### src/rtl/key_search_pkg.sv
// Shared state encodings and defaults for the parallel RC4 key-search scheduler.
package key_search_pkg;

  typedef enum logic [1:0] {
    IDLE,
    SEARCH,
    FOUND,
    EXHAUSTED
  } top_state_t;

  typedef enum logic [1:0] {
    S_IDLE,
    S_LOAD,
    S_SETTLE,
    S_RUN
  } slot_state_t;

  localparam int unsigned DEFAULT_SETTLE_CYCLES = 2;

endpackage

### src/rtl/key_core_slot.sv
// One decryption-core slot: holds the candidate key, settles the core out of
// reset, then runs it until it reports done or failed.
//   state    | meaning
//   S_IDLE   | core held in reset, free for dispatch
//   S_LOAD   | key captured, core still in reset
//   S_SETTLE | reset released, key settling for SETTLE_CYCLES cycles
//   S_RUN    | core_start high, waiting for a result
module key_core_slot
  import key_search_pkg::*;
#(
  parameter int unsigned KEY_WIDTH     = 24,
  parameter int unsigned SETTLE_CYCLES = DEFAULT_SETTLE_CYCLES
) (
  input  logic                 clk,
  input  logic                 reset_n,
  input  logic                 load_i,
  input  logic                 abort_i,
  input  logic [KEY_WIDTH-1:0] key_i,
  input  logic                 done_i,
  input  logic                 failed_i,
  output logic                 idle_o,
  output logic [KEY_WIDTH-1:0] key_o,
  output logic                 core_reset_o,
  output logic                 core_start_o,
  output logic                 run_done_o,
  output logic                 run_failed_o
);

  localparam int unsigned CNT_W = (SETTLE_CYCLES < 2) ? 1 : $clog2(SETTLE_CYCLES);
  localparam logic [CNT_W-1:0] CNT_INIT = (SETTLE_CYCLES == 0) ? '0 : CNT_W'(SETTLE_CYCLES - 1);

  slot_state_t          state_q, state_d;
  logic [CNT_W-1:0]     cnt_q, cnt_d;
  logic [KEY_WIDTH-1:0] key_q, key_d;

  always_ff @(posedge clk or negedge reset_n) begin
    if (!reset_n) begin
      state_q <= S_IDLE;
      cnt_q   <= '0;
      key_q   <= '0;
    end else begin
      state_q <= state_d;
      cnt_q   <= cnt_d;
      key_q   <= key_d;
    end
  end

  always_comb begin
    state_d = state_q;
    cnt_d   = cnt_q;
    key_d   = key_q;
    case (state_q)
      S_IDLE: begin
        if (load_i) begin
          state_d = S_LOAD;
          key_d   = key_i;
        end
      end
      S_LOAD: begin
        cnt_d   = CNT_INIT;
        state_d = (SETTLE_CYCLES == 0) ? S_RUN : S_SETTLE;
      end
      S_SETTLE: begin
        if (cnt_q == '0) state_d = S_RUN;
        else             cnt_d   = cnt_q - CNT_W'(1);
      end
      S_RUN: begin
        if (done_i || failed_i) state_d = S_IDLE;
      end
      default: state_d = S_IDLE;
    endcase
    // A success elsewhere discards whatever this slot is doing.
    if (abort_i) state_d = S_IDLE;
  end

  assign idle_o       = (state_q == S_IDLE);
  assign key_o        = key_q;
  assign core_reset_o = (state_q == S_IDLE) || (state_q == S_LOAD);
  assign core_start_o = (state_q == S_RUN);
  assign run_done_o   = (state_q == S_RUN) && done_i;
  assign run_failed_o = (state_q == S_RUN) && failed_i && !done_i;

endmodule

### src/rtl/key_search_scheduler.sv
// Deals consecutive candidate keys to NUM_CORES decryption cores and arbitrates results.
//   state     | meaning
//   IDLE      | no search since reset
//   SEARCH    | dispatching keys and collecting results
//   FOUND     | a core succeeded, found_key valid, cores held in reset
//   EXHAUSTED | every key up to MAX_KEY failed
module key_search_scheduler
  import key_search_pkg::*;
#(
  parameter int unsigned          NUM_CORES     = 4,
  parameter int unsigned          KEY_WIDTH     = 24,
  parameter logic [KEY_WIDTH-1:0] MAX_KEY       = {KEY_WIDTH{1'b1}},
  parameter int unsigned          SETTLE_CYCLES = DEFAULT_SETTLE_CYCLES
) (
  input  logic                                clk,
  input  logic                                reset_n,
  input  logic                                start,
  output logic [NUM_CORES-1:0]                core_reset,
  output logic [NUM_CORES-1:0]                core_start,
  output logic [NUM_CORES-1:0][KEY_WIDTH-1:0] core_key,
  input  logic [NUM_CORES-1:0]                core_done,
  input  logic [NUM_CORES-1:0]                core_failed,
  output logic                                busy,
  output logic                                found,
  output logic                                exhausted,
  output logic [KEY_WIDTH-1:0]                found_key,
  output logic [KEY_WIDTH:0]                  keys_tried
);

  top_state_t           st_q, st_d;
  logic [KEY_WIDTH:0]   next_key_q, next_key_d;
  logic [KEY_WIDTH:0]   keys_tried_q, keys_tried_d;
  logic [KEY_WIDTH-1:0] found_key_q, found_key_d;

  logic [NUM_CORES-1:0]                slot_idle, load_v, run_done, run_failed;
  logic [NUM_CORES-1:0][KEY_WIDTH-1:0] slot_key;
  logic                                win, keys_left, all_idle, avail;
  logic [KEY_WIDTH-1:0]                win_key;
  logic [KEY_WIDTH:0]                  fail_cnt;

  for (genvar g = 0; g < NUM_CORES; g++) begin : g_slot
    key_core_slot #(
      .KEY_WIDTH    (KEY_WIDTH),
      .SETTLE_CYCLES(SETTLE_CYCLES)
    ) u_slot (
      .clk         (clk),
      .reset_n     (reset_n),
      .load_i      (load_v[g]),
      .abort_i     (win),
      .key_i       (next_key_q[KEY_WIDTH-1:0]),
      .done_i      (core_done[g]),
      .failed_i    (core_failed[g]),
      .idle_o      (slot_idle[g]),
      .key_o       (slot_key[g]),
      .core_reset_o(core_reset[g]),
      .core_start_o(core_start[g]),
      .run_done_o  (run_done[g]),
      .run_failed_o(run_failed[g])
    );
  end

  // next_key is one bit wider than a key so it cannot wrap past MAX_KEY.
  assign keys_left = (next_key_q <= {1'b0, MAX_KEY});
  assign all_idle  = &slot_idle;

  always_comb begin
    win      = 1'b0;
    win_key  = '0;
    fail_cnt = '0;
    load_v   = '0;
    for (int i = int'(NUM_CORES) - 1; i >= 0; i--) begin
      if (run_done[i]) begin
        win     = 1'b1;
        win_key = slot_key[i];
      end
    end
    for (int i = 0; i < int'(NUM_CORES); i++) begin
      fail_cnt = fail_cnt + {{KEY_WIDTH{1'b0}}, run_failed[i]};
    end
    avail = (st_q == SEARCH) && keys_left && !win;
    for (int i = 0; i < int'(NUM_CORES); i++) begin
      if (avail && slot_idle[i]) begin
        load_v[i] = 1'b1;
        avail     = 1'b0;
      end
    end
  end

  always_comb begin
    st_d         = st_q;
    next_key_d   = next_key_q;
    keys_tried_d = keys_tried_q + fail_cnt;
    found_key_d  = found_key_q;
    if (|load_v) next_key_d = next_key_q + (KEY_WIDTH+1)'(1);
    case (st_q)
      SEARCH: begin
        if (win) begin
          st_d        = FOUND;
          found_key_d = win_key;
        end else if (!keys_left && all_idle) begin
          st_d = EXHAUSTED;
        end
      end
      default: begin
        if (start) begin
          st_d         = SEARCH;
          next_key_d   = '0;
          keys_tried_d = '0;
          found_key_d  = '0;
        end
      end
    endcase
  end

  always_ff @(posedge clk or negedge reset_n) begin
    if (!reset_n) begin
      st_q         <= IDLE;
      next_key_q   <= '0;
      keys_tried_q <= '0;
      found_key_q  <= '0;
    end else begin
      st_q         <= st_d;
      next_key_q   <= next_key_d;
      keys_tried_q <= keys_tried_d;
      found_key_q  <= found_key_d;
    end
  end

  assign core_key   = slot_key;
  assign busy       = (st_q == SEARCH);
  assign found      = (st_q == FOUND);
  assign exhausted  = (st_q == EXHAUSTED);
  assign found_key  = found_key_q;
  assign keys_tried = keys_tried_q;

endmodule

### config.mk
export PLATFORM = sky130hd
export DESIGN_NAME = key_search_scheduler
export DESIGN_NICKNAME = d
export VERILOG_FILES = /design/src/rtl/key_search_pkg.sv /design/src/rtl/key_core_slot.sv /design/src/rtl/key_search_scheduler.sv
export SDC_FILE = /design/constraint.sdc
export NUM_CORES = 1
export LEC_CHECK = 0
export BUFFER_PORTS_ARGS = -buffer_cell sky130_fd_sc_hd__buf_4
export CAP_MARGIN = 20
export CORE_ASPECT_RATIO = 0.7
export CORE_MARGIN = 2
export CORE_UTILIZATION = 61
export DETAILED_ROUTE_END_ITERATION = 16
export PLACE_DENSITY = 0.94
export REMOVE_ABC_BUFFERS = 1
export SLEW_MARGIN = 20
export SYNTH_ARGS = -nofsm -noshare
export SYNTH_HDL_FRONTEND = slang
export SYNTH_SLANG_ARGS = --single-unit
### constraint.sdc
create_clock -name clk -period 6.54 [get_ports clk]
set_input_delay 0.981 -clock clk [delete_from_list [all_inputs] [get_ports clk]]
set_output_delay 0.981 -clock clk [all_outputs]
set_load 0.1 [all_outputs]
==> Yosys cells after proc, flatten, opt, wreduce, memory -nomap -nowiden <==
Index checks and enable logic that the tools add are counted.
{ "op_classes": {"div": 0, "magnitude_cmp": 1, "eq_ne": 29, "shifts": 0, "n_reduce_logical": 54, "n_addsub": 9, "n_mul": 0, "n_bitwise": 0, "n_mux": 55} }
{ "op_table": {"columns": ["operator", "count"], "rows": [
  ["24-bit 2-to-1 mux", 7],
  ["25-bit 2-to-1 mux", 5],
  ["2-bit 2-to-1 mux", 20],
  ["2-bit case mux with 4 select lines", 4],
  ["25-bit by 1-bit adder with 25-bit output, second input constant", 1],
  ["25-bit by 4-bit adder with 25-bit output", 1],
  ["25-bit by 24-bit <= comparator with 1-bit output, second input constant", 1],
  ["2-bit equality test, second input constant", 10],
  ["1-bit logical AND", 19],
  ["3-bit != test, second input constant", 6],
  ["1-bit 2-to-1 mux", 15],
  ["3-bit by 2-bit != test with 1-bit output, second input constant", 5],
  ["2-bit AND reduction", 6],
  ["3-bit AND reduction", 4],
  ["2-bit by 1-bit equality test with 1-bit output, second input constant", 5],
  ["2-bit nonzero test", 5],
  ["2-bit logical NOT", 4],
  ["1-bit logical OR", 8],
  ["1-bit case mux with 2 select lines", 4],
  ["1-bit logical NOT", 6],
  ["3-bit by 1-bit != test with 1-bit output, second input constant", 2],
  ["3-bit by 1-bit adder with 4-bit output", 1],
  ["4-bit AND reduction", 1],
  ["4-bit OR reduction", 1],
  ["4 further kinds", 7]
]} }
{ "totals": {"romBits": 0, "memories": 0, "regBits": 184, "word_cells": 164, "inputBits": 11, "latch_bits": 0, "mem_bits_rw": 0, "out_inout_bits": 156} }

==> Depth between registers and ports, before layout <==
Gate-level depths: netlist (run 1).
{ "depth": {"word_depth": 20, "ltp_mapped": 12, "mapped_depth_nobuf": 12} }

==> Cells and area by module <==
From an unflattened synthesis (run 1), not the netlist that was laid out.
{ "hier_totals": {"hier_cells": 793, "area_unflattened_um2": 8887.3} }
{ "by_module_without_submodules": {"columns": ["module", "area_per_inst_um2", "n_inst", "cells_per_inst", "seq_area_each_um2"], "rows": [
  ["key_core_slot", 1137.3, 4, 73, 675.6],
  ["key_search_scheduler", 4337.9, 1, 501, 1901.8]
]} }

==> Worst setup path before layout (run 1) <==
Ideal clock, no wire load.
{ "synth_path": {"path_kind": "input to register", "from": "input port core_failed[0]", "to": "register keys_tried_q[22] (netlist: keys_tried[22])", "setup_ns": 0.132, "t_required_ns": 6.408, "stages": 11, "path_slack_ns": 3.012, "n_path_buf": 0, "t_arrival_ns": 3.396, "path_cell_list": "and3b_1 > fa_1 > inv_1 > fa_1 > inv_1 > fa_1 > and4_1 > nand4_1 > nor4_1 > xnor2_1 > nor2_1"} }
{ "synth_between": {"elab_chain_len": 8} }
{ "synth_rtl": {"columns": ["element", "line", "source"], "rows": [
  ["start: declaration", "key_search_scheduler.sv:22", "input logic [NUM_CORES-1:0] core_failed,"],
  ["1-bit logical AND * (2 in a row)", "key_core_slot.sv:81", "assign run_failed_o = (state_q == S_RUN) && failed_i && !done_i;"],
  ["1-bit by 1-bit adder with 2-bit output *", "key_search_scheduler.sv:78", "fail_cnt = fail_cnt + {{KEY_WIDTH{1'b0}}, run_failed[i]};"],
  ["2-bit by 1-bit adder with 3-bit output *", "key_search_scheduler.sv:78", null],
  ["3-bit by 1-bit adder with 4-bit output *", "key_search_scheduler.sv:78", null],
  ["25-bit by 4-bit adder with 25-bit output *", "key_search_scheduler.sv:92", "keys_tried_d = keys_tried_q + fail_cnt;"],
  ["25-bit 2-to-1 mux", "key_search_scheduler.sv:105", "if (start) begin"],
  ["25-bit 2-to-1 mux *", "key_search_scheduler.sv:95", "case (st_q)"],
  ["named net keys_tried_d[22]", "key_search_scheduler.sv:32", "logic [KEY_WIDTH:0] keys_tried_q, keys_tried_d;"],
  ["end signal: assignment", "key_search_scheduler.sv:124", "keys_tried_q <= keys_tried_d;"],
  ["end: declaration", "key_search_scheduler.sv:32", null]
]} }
The timed path passes the listed nets; every way through them passes the cells marked *.
A chain may end at the register's enable or synchronous reset.

==> Worst setup path after layout (run 1) <==
{ "layout_path": {"from": "register g_slot[0].u_slot.state_q[0]", "to": "register keys_tried_q[22] (netlist: keys_tried[22])"} }
{ "layout_between": {"elab_chain_len": 9} }
{ "layout_rtl": {"columns": ["element", "line", "source"], "rows": [
  ["start: declaration", "key_core_slot.sv:32", "slot_state_t state_q, state_d;"],
  ["start signal: assignment", "key_core_slot.sv:42", "state_q <= state_d;"],
  ["2-bit equality test *", "key_core_slot.sv:81", null],
  ["1-bit logical AND * (2 in a row)", "key_core_slot.sv:81", null],
  ["1-bit by 1-bit adder with 2-bit output *", "key_search_scheduler.sv:78", null],
  ["2-bit by 1-bit adder with 3-bit output *", "key_search_scheduler.sv:78", null],
  ["3-bit by 1-bit adder with 4-bit output *", "key_search_scheduler.sv:78", null],
  ["25-bit by 4-bit adder with 25-bit output *", "key_search_scheduler.sv:92", null],
  ["25-bit 2-to-1 mux", "key_search_scheduler.sv:105", null],
  ["25-bit 2-to-1 mux *", "key_search_scheduler.sv:95", null],
  ["named net keys_tried_d[22]", "key_search_scheduler.sv:32", null]
]} }
Marks and branches as above.

==> results of run 1 <==
==> through the flow <==
step / setup slack (ns) / util, %
floorplan: 2.81 / -
global placement: 2.66 / 70.5
detailed placement: 2.53 / 70.5
CTS: 2.91 / 74.5
global route: 2.64 / 74.5
finish: 2.88 / 74.5
==> Yosys cell counts, types with 3 or more instances <==
cell type | n | area [µm²]
o21ai_0 | 32 | 160
clkbuf_1 | 30 | 113
nor3_1 | 11 | 55.1
or3_1 | 9 | 56.3
buf_6 | 4 | 45.0
a31oi_1 | 3 | 18.8
nand4_1 | 14 | 87.6
inv_1 | 28 | 105
clkbuf_8 | 3 | 41.3
buf_4 | 10 | 75.1
nor4_1 | 9 | 56.3
and4_1 | 5 | 43.8
o211ai_1 | 3 | 22.5
nand3_1 | 37 | 185
or2_2 | 4 | 25.0
buf_2 | 7 | 35.0
o31ai_1 | 7 | 52.6
xnor2_1 | 18 | 158
nand3b_1 | 3 | 22.5
mux2i_1 | 10 | 100
fa_1 | 3 | 60.1
a21oi_1 | 20 | 100
nand2_1 | 64 | 240
a221oi_1 | 24 | 210
or4_1 | 6 | 45.0
and2_1 | 6 | 37.5
xor2_1 | 8 | 70.1
dfrtp_1 | 184 | 4600
ha_1 | 18 | 225
nor3b_1 | 3 | 22.5
nor2_1 | 64 | 240
mux2_2 | 56 | 631
o31a_1 | 23 | 201
mux2_4 | 40 | 601
==> registers in the layout, summed over array words and instances (netlist names) <==
name,count
next_key_q,25
g_slot.u_slot.state_q,8
found_key,24
g_slot.u_slot.cnt_q,4
g_slot.u_slot.key_o,96
keys_tried,25
st_q,2
==> how the worst min path moves through the flow <==
stage                              to  slack [ns]  cells after the start
2_1_floorplan  g_slot[3].u_slot.cnt_q        0.49                      2
3_3_place_gp            found_key[21]        0.48                      2
3_5_place_dp             found_key[8]        0.49                      2
4_1_cts                  found_key[8]        0.51                      2
5_1_grt                  found_key[7]        0.54                      2
6_report                 found_key[8]        0.51                      2
==> cell type report <==
cell class	count	area share, %
Inverter	28	0.961
Tap cell	195	2.23
Sequential cell	184	42.1
Multi-Input combinational cell	539	37.5
Clock buffer	17	3.89
Timing Repair Buffer	172	11.9
Clock inverter	15	1.44
==> metal layers <==
metal  up-vias  share of wire [%]  GRT usage [%]
li1       3156                  -              -
met1      3543                 43           44.7
met2       362                 45           45.3
met3        42                 11           8.67
met4         0                1.7           9.43
met5         -                  0              0
==> where the power goes <==
group / switching (W) / leakage, nW / internal [W]
Clock: 0.000492 / 0.287 / 0.000542
Combinational: 0.00172 / 2.56 / 0.000595
Sequential: 0.000143 / 2.51 / 0.00129
Total: 0.00236 / 5.36 / 0.00242
==> critical path: cells and delay by family (launching register included) <==
family                   cells  cell delay (ns)
adder cells (fa/ha/maj)      4             1.48
XOR/XNOR                     1             0.18
flip-flops                   1             0.42
buffers and inverters        2             0.14
AND/OR/NAND/NOR              5             1.30
==> cell usage in the layout (no fill, tap or decap), types with 4 or more instances in the layout <==
cell	n
nor4_1	9
or3_1	9
nand4_1	14
or4_1	6
o31ai_1	7
a21oi_1	20
o31a_1	23
inv_6	5
and2_1	4
xor2_1	8
buf_4	171
a221oi_1	24
inv_8	4
clkbuf_16	17
or2_2	4
nand2_1	62
nor3_1	11
ha_1	18
inv_1	28
dfrtp_1	184
mux2_4	40
xnor2_1	18
mux2_2	56
and4_1	5
o21ai_0	32
nand3_1	37
nor2_1	63
mux2i_1	10
==> cells by family (layout without fill, tap and decap cells) <==
kind of cell    Yosys count  after routing  share of synthesized area (%)
fa+ha+maj                21             21                           3.12
flops                   184            184                           50.3
mux                     106            106                           14.5
xor+xnor                 26             26                           2.49
compound gates          131            131                           10.4
simple gates            255            255                           14.2
buf+inv                  87            232                           4.97
==> metrics.csv, run 1 <==
metric,value,unit
Die Ht,107,µm
max-slew violations,0,
worst reg2reg path endpoint,keys_tried[22],
Area Overhead vs Synth,19.5,%
NumNets Final,974,
number of global-route vias before repair,7022,
DRC Markers,0,
DRT Pass-1 Iters,6,
Via density,6.18,
Worst setup EP type,register,
Max Cap Viol,0,
insertion delay to the later sink of the worst-skew pair,0.44,ns
Worst setup endpoint,keys_tried[22],
status,"complete, no violations",
Mapped Avg Cell Area,11.3,µm²
setup TNS,0,ns
DPL Wire Length,15.6,mm
Worst EP arrival,3.96,ns
RR Startpoint,g_slot[0].u_slot.state_q[0],
Gate Count Post-Synth,810,
FP Rows,37,
part of the cycle the worst path needs,55.9,%
final count of negative-setup-slack endpoints,0,
CP most frequent cell,fa_1,
final cell count without fillers,1150,
Area after DPL,0.0104,mm²
Crit. Startpoint,g_slot[0].u_slot.state_q[0],
skew final,0.0131,ns
Ant. Diodes,0,
initial antenna violation count,0,
CTS Hold Buffers Added,0,
Filler Cell Count,945,
root buffer cell,clkbuf_16,
Ports,167,
DR vias,7103,
CP peak stage delay,0.51,ns
RSZ-0062 raised after global routing,false,
Overall Power,0.00478,W
worst hold path class,register to register,
required time worst endpoint,6.84,ns
"CTS clk-pin slew, worst paths",0.07,ns
synth unique cells,66,
Routed WL per cell,20.8,µm
Iter 0 DRT Violations,599,
post_cts resized,0,
Startpoint Class,register,
VDD IR max,0.375,mV
"antenna viol nets, final",0,
Cell Pwr Density,437,mW/mm²
Synth async-reset ratio,100,%
area of the multi-input gates,0.00411,mm²
internal reg-to-reg setup slack,2.88,ns
clock tree buffer depth,2,
Peak Freq,0.274,GHz
"Design Area, Final",0.0109,mm²
H-tree depth,4,
Worst-Margin Slew,1.06,ns
Critical Path Slowest Stage Cell,fa_1,
final critical-path required period,3.66,ns
sequential fraction of the synthesis area,50.3,%
synthesized area,0.00916,mm²
share of layout cells above drive strength 1,33.9,%
slew margin rel.,29.2,%
gr usage total,30.8,%
largest net degree at the start of global routing,120,
"EDFF count, synth",0,
first-pass GRT wire length,38.0,mm
YS warnings,0,
"critical path, cell by cell",ha_1 > and3b_1 > fa_1 > inv_1 > fa_1 > inv_1 > fa_1 > and4_1 > nand4_1 > nor4_1 > xnor2_1 > nor2_1,
CTS sink cnt,184,
Post-CTS Setup Bufs,0,
core area,0.0147,mm²
WHS,0.507,ns
die width,150,µm
dpl cells,1118,
RD Place Congestion,0.866,
Setup CP Type,register to register,
Final Hold Vio Count,0,
Synth Flop Type,dfrtp_1,
Yosys reg bits,184,
sequential cell area,0.00460,mm²
CTS Buf Count,17,
die area,0.0160,mm²
DRT Wirelength,24.0,mm
Worst Path Max Fanout,9,
IO Port Bufs,166,
Hold Startpoint,found_key[8],
CTS tree,built,
Leak Pwr,5.36,nW
Initial Util,62.4,%
reg2reg path depth,12,
Congestion Overflow GR,0,
(Power assumes the default switching activity.)
==> inputs of run 2 (changes only) <==
--- a/config.mk
+++ b/config.mk
@@ -9,9 +9,9 @@
 export CAP_MARGIN = 20
 export CORE_ASPECT_RATIO = 0.7
 export CORE_MARGIN = 2
-export CORE_UTILIZATION = 61
+export CORE_UTILIZATION = 56
 export DETAILED_ROUTE_END_ITERATION = 16
-export PLACE_DENSITY = 0.94
+export PLACE_DENSITY = 0.88
 export REMOVE_ABC_BUFFERS = 1
 export SLEW_MARGIN = 20
 export SYNTH_ARGS = -nofsm -noshare
==> constraint.sdc (replaced) <==
create_clock -name clk -period 3.4 [get_ports clk]
set_input_delay 0.51 -clock clk [delete_from_list [all_inputs] [get_ports clk]]
set_output_delay 0.51 -clock clk [all_outputs]
set_load 0.1 [all_outputs]
==> metrics.csv, run 2 (same netlist as run 1, synthesis figures left out) <==
metric,value,unit,change
M1 GR Usage,40.9,%,-3.8 points
insertion delay to the later sink of the worst-skew pair,0.43,ns,about the same
root buffer cell,clkbuf_16,,
max-slew violations,0,,unchanged
DRC Markers,0,,unchanged
Cell Pwr Density,836,mW/mm²,+91%
initial antenna violation count,0,,unchanged
CTS Hold Buffers Added,0,,unchanged
number of global-route vias before repair,6887,,-1.9%
RD Place Congestion,0.821,,-5.2%
first-pass GRT wire length,37.9,mm,-0.22%
RSZ-0062 raised after global routing,false,,
Congestion Overflow GR,0,,unchanged
Leak Pwr,5.45,nW,+1.8%
NumNets Final,992,,+1.8%
WHS,0.106,ns,-0.400 ns
Worst-Margin Slew,1.04,ns,-0.0167 ns
clock share of power,21.9,%,+0.3 points
required time worst endpoint,3.75,ns,-3.09 ns
Iter 0 DRT Violations,513,,-14%
Crit path max-delay family,adder cells,,
CTS tree,built,,
Final Hold Vio Count,0,,unchanged
"antenna viol nets, final",0,,unchanged
DR vias,7063,,-0.56%
Routed WL per cell,20.0,µm,-4.0%
skew final,0.00782,ns,-0.00533 ns
internal reg-to-reg setup slack,0.19,ns,-2.69 ns
Via density,5.90,,-4.5%
final critical-path required period,3.21,ns,-0.449 ns
CP peak stage delay,0.50,ns,about the same
"CTS clk-pin slew, worst paths",0.07,ns,about the same
Area after DPL,0.0105,mm²,+1.8%
Initial Util,56.7,%,-5.7 points
grt met2 use,42.8,%,-2.5 points
worst reg2reg path endpoint,keys_tried[14],,
"critical path, cell by cell",ha_2 > and3b_1 > fa_1 > inv_1 > fa_1 > inv_1 > fa_1 > and4_1 > nand4_1 > buf_4 > or3_1 > a21oi_1,,
Area Overhead vs Synth,22.2,%,
die area,0.0174,mm²,+8.6%
Filler Cell Count,1169,,+24%
H-tree depth,4,,unchanged
slew margin rel.,30.5,%,+1.3 points
"Buf+Inv Stages, Crit Path",3,,+1
Logic pwr share,48.7,%,+0.2 points
Setup CP Type,register to register,,
Max Cap Viol,0,,unchanged
final count of negative-setup-slack endpoints,0,,unchanged
Peak Freq,0.312,GHz,+14%
"commonest non-fill, non-tap cell in the layout",buf_4,,
core area,0.0162,mm²,+10%
Worst Path Max Fanout,9,,unchanged
Die Ht,111,µm,+4.2%
Worst setup EP type,register,,
share of layout cells above drive strength 1,35.3,%,+1.3 points
Ant. Diodes,0,,unchanged
die width,157,µm,+4.3%
clock tree buffer depth,2,,unchanged
worst hold path class,input pin to async pin,,
setup TNS,0,ns,unchanged
most frequent cells in the layout,"186 x buf_4, 184 x dfrtp_1, 63 x nor2_1, 63 x nand2_1, 56 x mux2_2",,
Critical Path Slowest Stage Cell,fa_1,,
GR Util met3,6.53,%,-2.1 points
gr usage total,28.2,%,-2.7 points
Overall Power,0.00935,W,+96%
CTS sink cnt,184,,unchanged
fin util,69.2,%,-5.3 points
CP most frequent cell,fa_1,,
RR Startpoint,g_slot[0].u_slot.state_q[0],,
DRT Wirelength,24.0,mm,about the same
Seq pwr share,29.4,%,-0.5 points
status,"complete, no violations",,
VDD IR max,0.699,mV,+86%
CTS Buf Count,17,,unchanged
DPL Wire Length,15.7,mm,+0.67%
"Design Area, Final",0.0112,mm²,+2.2%
GR peak layer,met2,,
Int Pwr,0.00490,W,+100%
Largest register FFs,96,,unchanged
IO Port Bufs,166,,unchanged
part of the cycle the worst path needs,94.3,%,+38 points
Startpoint Class,register,,
reg2reg path depth,12,,unchanged
Worst EP arrival,3.55,ns,-0.41 ns
largest net degree at the start of global routing,90,,-25%
Ports,167,,unchanged
sw frac,47.6,%,-1.7 points
DRT Pass-1 Iters,5,,-1
P_sw,0.00446,W,+89%
FP Rows,39,,+5.4%
run 2: cell count changes in the layout (fill, tap and decap cells not counted), sizes merged:
| cell | before | now |
|---|---|---|
| inv | 37 | 30 |
| buf | 171 | 189 |
| clkinv | 4 | 3 |
| clkbuf | 18 | 22 |
| bufinv | 1 | 3 |
| clkinvlp | 1 | 3 |
run 2: worst reg2reg max path, cell delays in order, from the launching register on:
cell     delay, ns
dfrtp_1       0.42
ha_2          0.23
and3b_1       0.19
fa_1          0.50
inv_1         0.06
fa_1          0.44
inv_1         0.08
fa_1          0.22
and4_1        0.25
nand4_1       0.10
buf_4         0.19
or3_1         0.31
a21oi_1       0.15
run 2: metrics by stage:
stage	setup WS [ns]	std cells
final	0.194	1198
after global routing	0.0143	1198
after CTS	0.142	1197
after detailed placement	-0.0449	1164
after global placement	0.0898	1164
after floorplan	-0.330	751
run 2: routing by layer:
metal	up-vias	share of wire, %
met2	306	45
li1	3192	-
met5	-	0
met4	0	1.1
met1	3542	45
met3	23	8.3
run 2: layout make-up:
type | count | area [µm²] | area share [%]
tap | 225 | 282 | 2.52
clock inverter | 11 | 145 | 1.30
inverter | 28 | 105 | 0.940
clock buffer | 21 | 460 | 4.12
multi-input combinational | 539 | 4120 | 36.9
sequential | 184 | 4600 | 41.2
timing repair buffer | 190 | 1470 | 13.1
run 2: timing repair:
action                                  CTS  global route
pin swaps                                 1             0
setup buffers                             1             0
resized for setup                         1             4
endpoints found under the setup margin    2             5
run 2: how the worst max path moves through the flow:
stage / startpoint / to / slack, ns / cells past startpoint
floorplan: g_slot[0].u_slot.state_q[0] / keys_tried[22] / -0.33 / 12
global placement: g_slot[0].u_slot.state_q[0] / keys_tried[22] / 0.09 / 12
detailed placement: g_slot[0].u_slot.state_q[0] / keys_tried[24] / -0.04 / 12
CTS: g_slot[0].u_slot.state_q[0] / keys_tried[22] / 0.14 / 13
global route: g_slot[0].u_slot.state_q[0] / keys_tried[14] / 0.01 / 12
finish: g_slot[0].u_slot.state_q[0] / keys_tried[14] / 0.19 / 12
run 2: power by group through the flow:
stage / logic (W) / clock network, W / registers [W]
2_1_floorplan: 0.00210 / 0 / 0.00401
3_3_place_gp: 0.00444 / 0 / 0.00276
3_5_place_dp: 0.00450 / 0 / 0.00278
4_1_cts: 0.00452 / 0.00207 / 0.00274
5_1_grt: 0.00479 / 0.00217 / 0.00278
6_report: 0.00455 / 0.00205 / 0.00275
==> inputs of run 3 (changes only) <==
--- a/config.mk
+++ b/config.mk
@@ -11,7 +11,8 @@
 export CORE_MARGIN = 2
 export CORE_UTILIZATION = 56
 export DETAILED_ROUTE_END_ITERATION = 16
-export PLACE_DENSITY = 0.88
+export MAX_ROUTING_LAYER = met4
+export PLACE_DENSITY = 0.85
 export REMOVE_ABC_BUFFERS = 1
 export SLEW_MARGIN = 20
 export SYNTH_ARGS = -nofsm -noshare
==> metrics.csv, run 3 (same netlist as run 1, synthesis figures left out) <==
metric,value,unit,change
clock tree buffer depth,2,,unchanged
share of layout cells above drive strength 1,35.4,%,+0.13 points
sequential cell area,0.00460,mm²,unchanged
Ant. Diodes,0,,unchanged
Iter 0 DRT Violations,543,,+5.8%
skew final,0.0107,ns,+0.00286 ns
WHS,0.120,ns,+0.0138 ns
Worst setup EP type,register,,
die width,157,µm,unchanged
DRC Markers,0,,unchanged
H-tree depth,4,,unchanged
CTS Hold Buffers Added,0,,unchanged
CTS sink cnt,184,,unchanged
P_sw,0.00444,W,-0.34%
Seq pwr share,29.0,%,-0.4 points
DR vias,7082,,+0.27%
gr usage total,28.9,%,+0.79 points
Area after DPL,0.0106,mm²,+0.57%
RSZ-0062 raised after global routing,true,,
RD Place Congestion,0.853,,+3.9%
Leak Pwr,5.49,nW,+0.68%
Logic pwr share,48.8,%,about the same
"CTS clk-pin slew, worst paths",0.07,ns,about the same
Final Hold Vio Count,0,,unchanged
CTS Buf Count,17,,unchanged
insertion delay to the later sink of the worst-skew pair,0.43,ns,about the same
Worst EP arrival,3.63,ns,+0.08 ns
status,"complete, no violations",,
slew margin rel.,22.6,%,-7.8 points
Via density,5.90,,+0.10%
"critical path, cell by cell",ha_1 > and3b_1 > fa_1 > inv_1 > fa_1 > inv_1 > fa_2 > and4_1 > nand4_1 > buf_4 > nor4_2 > xnor2_1 > nor2_1,,
clock share of power,22.2,%,+0.3 points
Initial Util,56.7,%,unchanged
number of global-route vias before repair,6854,,-0.48%
Cell Pwr Density,841,mW/mm²,+0.51%
required time worst endpoint,3.71,ns,-0.04 ns
initial antenna violation count,0,,unchanged
largest net degree at the start of global routing,80,,-11%
final critical-path required period,3.31,ns,+0.107 ns
Largest register FFs,96,,unchanged
Crit path max-delay family,adder cells,,
FP Rows,39,,unchanged
core area,0.0162,mm²,unchanged
sw frac,47.0,%,-0.66 points
Ports,167,,unchanged
VDD IR max,0.920,mV,+32%
IO Port Bufs,166,,unchanged
"Design Area, Final",0.0112,mm²,+0.55%
Max Cap Viol,0,,unchanged
NumNets Final,996,,+0.40%
DRT Pass-1 Iters,5,,unchanged
RR Startpoint,g_slot[2].u_slot.state_q[0],,
worst hold path class,input pin to async pin,,
root buffer cell,clkbuf_16,,
Filler Cell Count,1163,,-0.51%
Die Ht,111,µm,unchanged
Crit. Startpoint,g_slot[2].u_slot.state_q[0],,
Peak Freq,0.302,GHz,-3.2%
final count of negative-setup-slack endpoints,0,,unchanged
Worst-Margin Slew,1.16,ns,+0.115 ns
Routed WL per cell,20.0,µm,about the same
"antenna viol nets, final",0,,unchanged
first-pass GRT wire length,38.1,mm,+0.43%
CTS tree,built,,
Worst Path Max Fanout,9,,unchanged
CP peak stage delay,0.49,ns,about the same
Startpoint Class,register,,
"commonest non-fill, non-tap cell in the layout",buf_4,,
area of the multi-input gates,0.00412,mm²,about the same
part of the cycle the worst path needs,97.5,%,+3.2 points
Setup CP Type,register to register,,
DRT Wirelength,24.0,mm,+0.15%
die area,0.0174,mm²,unchanged
Critical Path Slowest Stage Cell,fa_1,,
Congestion Overflow GR,0,,unchanged
Area Overhead vs Synth,22.8,%,
Int Pwr,0.00501,W,+2.3%
DPL Wire Length,15.8,mm,+0.90%
most frequent cells in the layout,"189 x buf_4, 184 x dfrtp_1, 64 x nand2_1, 63 x nor2_1, 56 x mux2_2",,
"Buf+Inv Stages, Crit Path",3,,unchanged
max-slew violations,0,,unchanged
run 3: cell count changes in the layout (fill, tap and decap cells not counted), sizes merged:
cell and delta:
buf +4, inv -1, clkinv -2, clkinvlp -2, clkbuf +3
run 3: layout make-up:
class                   count  area share [%]
flip-flops and latches    184            40.9
clock buffers              24            4.55
inverters                  28           0.935
multi-input cells         539            36.6
well taps                 225            2.50
clock inverters             6           0.990
repair buffers            194            13.5
run 3: path summary, 6_finish.rpt:
check | endpoint | slack, ns | cells after the start
worst max-delay path | keys_tried[22] | 0.09 | 13
max in group asynchronous | g_slot[2].u_slot.key_o[17] | 2.53 | 2
min in group clk | st_q[1] | 0.29 | 2
worst max register to register | keys_tried[22] | 0.09 | 13
worst min-delay path | g_slot[1].u_slot.key_o[21] | 0.12 | 1
worst min register to register | found_key[19] | 0.50 | 2
run 3: timing repair:
| item | CTS | global route |
|---|---|---|
| setup buffers | 0 | 1 |
| endpoints found under the setup margin | 0 | 5 |
| gates resized for setup | 0 | 5 |
run 3: per-stage QoR:
step	util [%]	worst slack, ns	TNS [ns]	instances	power [W]
after floorplan	-	-0.330	-9.23	751	0.00611
after global placement	65.6	0.207	0	1169	0.00726
after detailed placement	65.6	0.0471	0	1169	0.00735
after CTS	69.5	0.00692	0	1199	0.00945
after global routing	69.6	-0.0364	-0.0665	1200	0.00983
final	69.6	0.0866	0	1200	0.00945
run 3: per-layer routing:
layer / GRT usage, % / vias to the layer above / share of wire [%]
li1: - / 3198 / -
met1: 41.9 / 3521 / 46
met5: - / - / 0
met4: 6.97 / 0 / 1.1
met2: 41.9 / 338 / 44
met3: 6.53 / 25 / 8.4
run 3: power by group through the flow:
stage	clock, W	sequential (W)	combinational (W)
3_3_place_gp	0	0.00276	0.00450
3_5_place_dp	0	0.00277	0.00457
6_report	0.00210	0.00275	0.00461
4_1_cts	0.00212	0.00274	0.00458
2_1_floorplan	0	0.00401	0.00210
5_1_grt	0.00222	0.00279	0.00483
run 3: worst reg2reg max path: stages (launching register included):
cell and delay [ns]:
dfrtp_1 0.41, ha_1 0.26, and3b_1 0.21, fa_1 0.49, inv_1 0.06, fa_1 0.44, inv_1 0.10, fa_2 0.24
and4_1 0.23, nand4_1 0.10, buf_4 0.18, nor4_2 0.21, xnor2_1 0.19, nor2_1 0.07
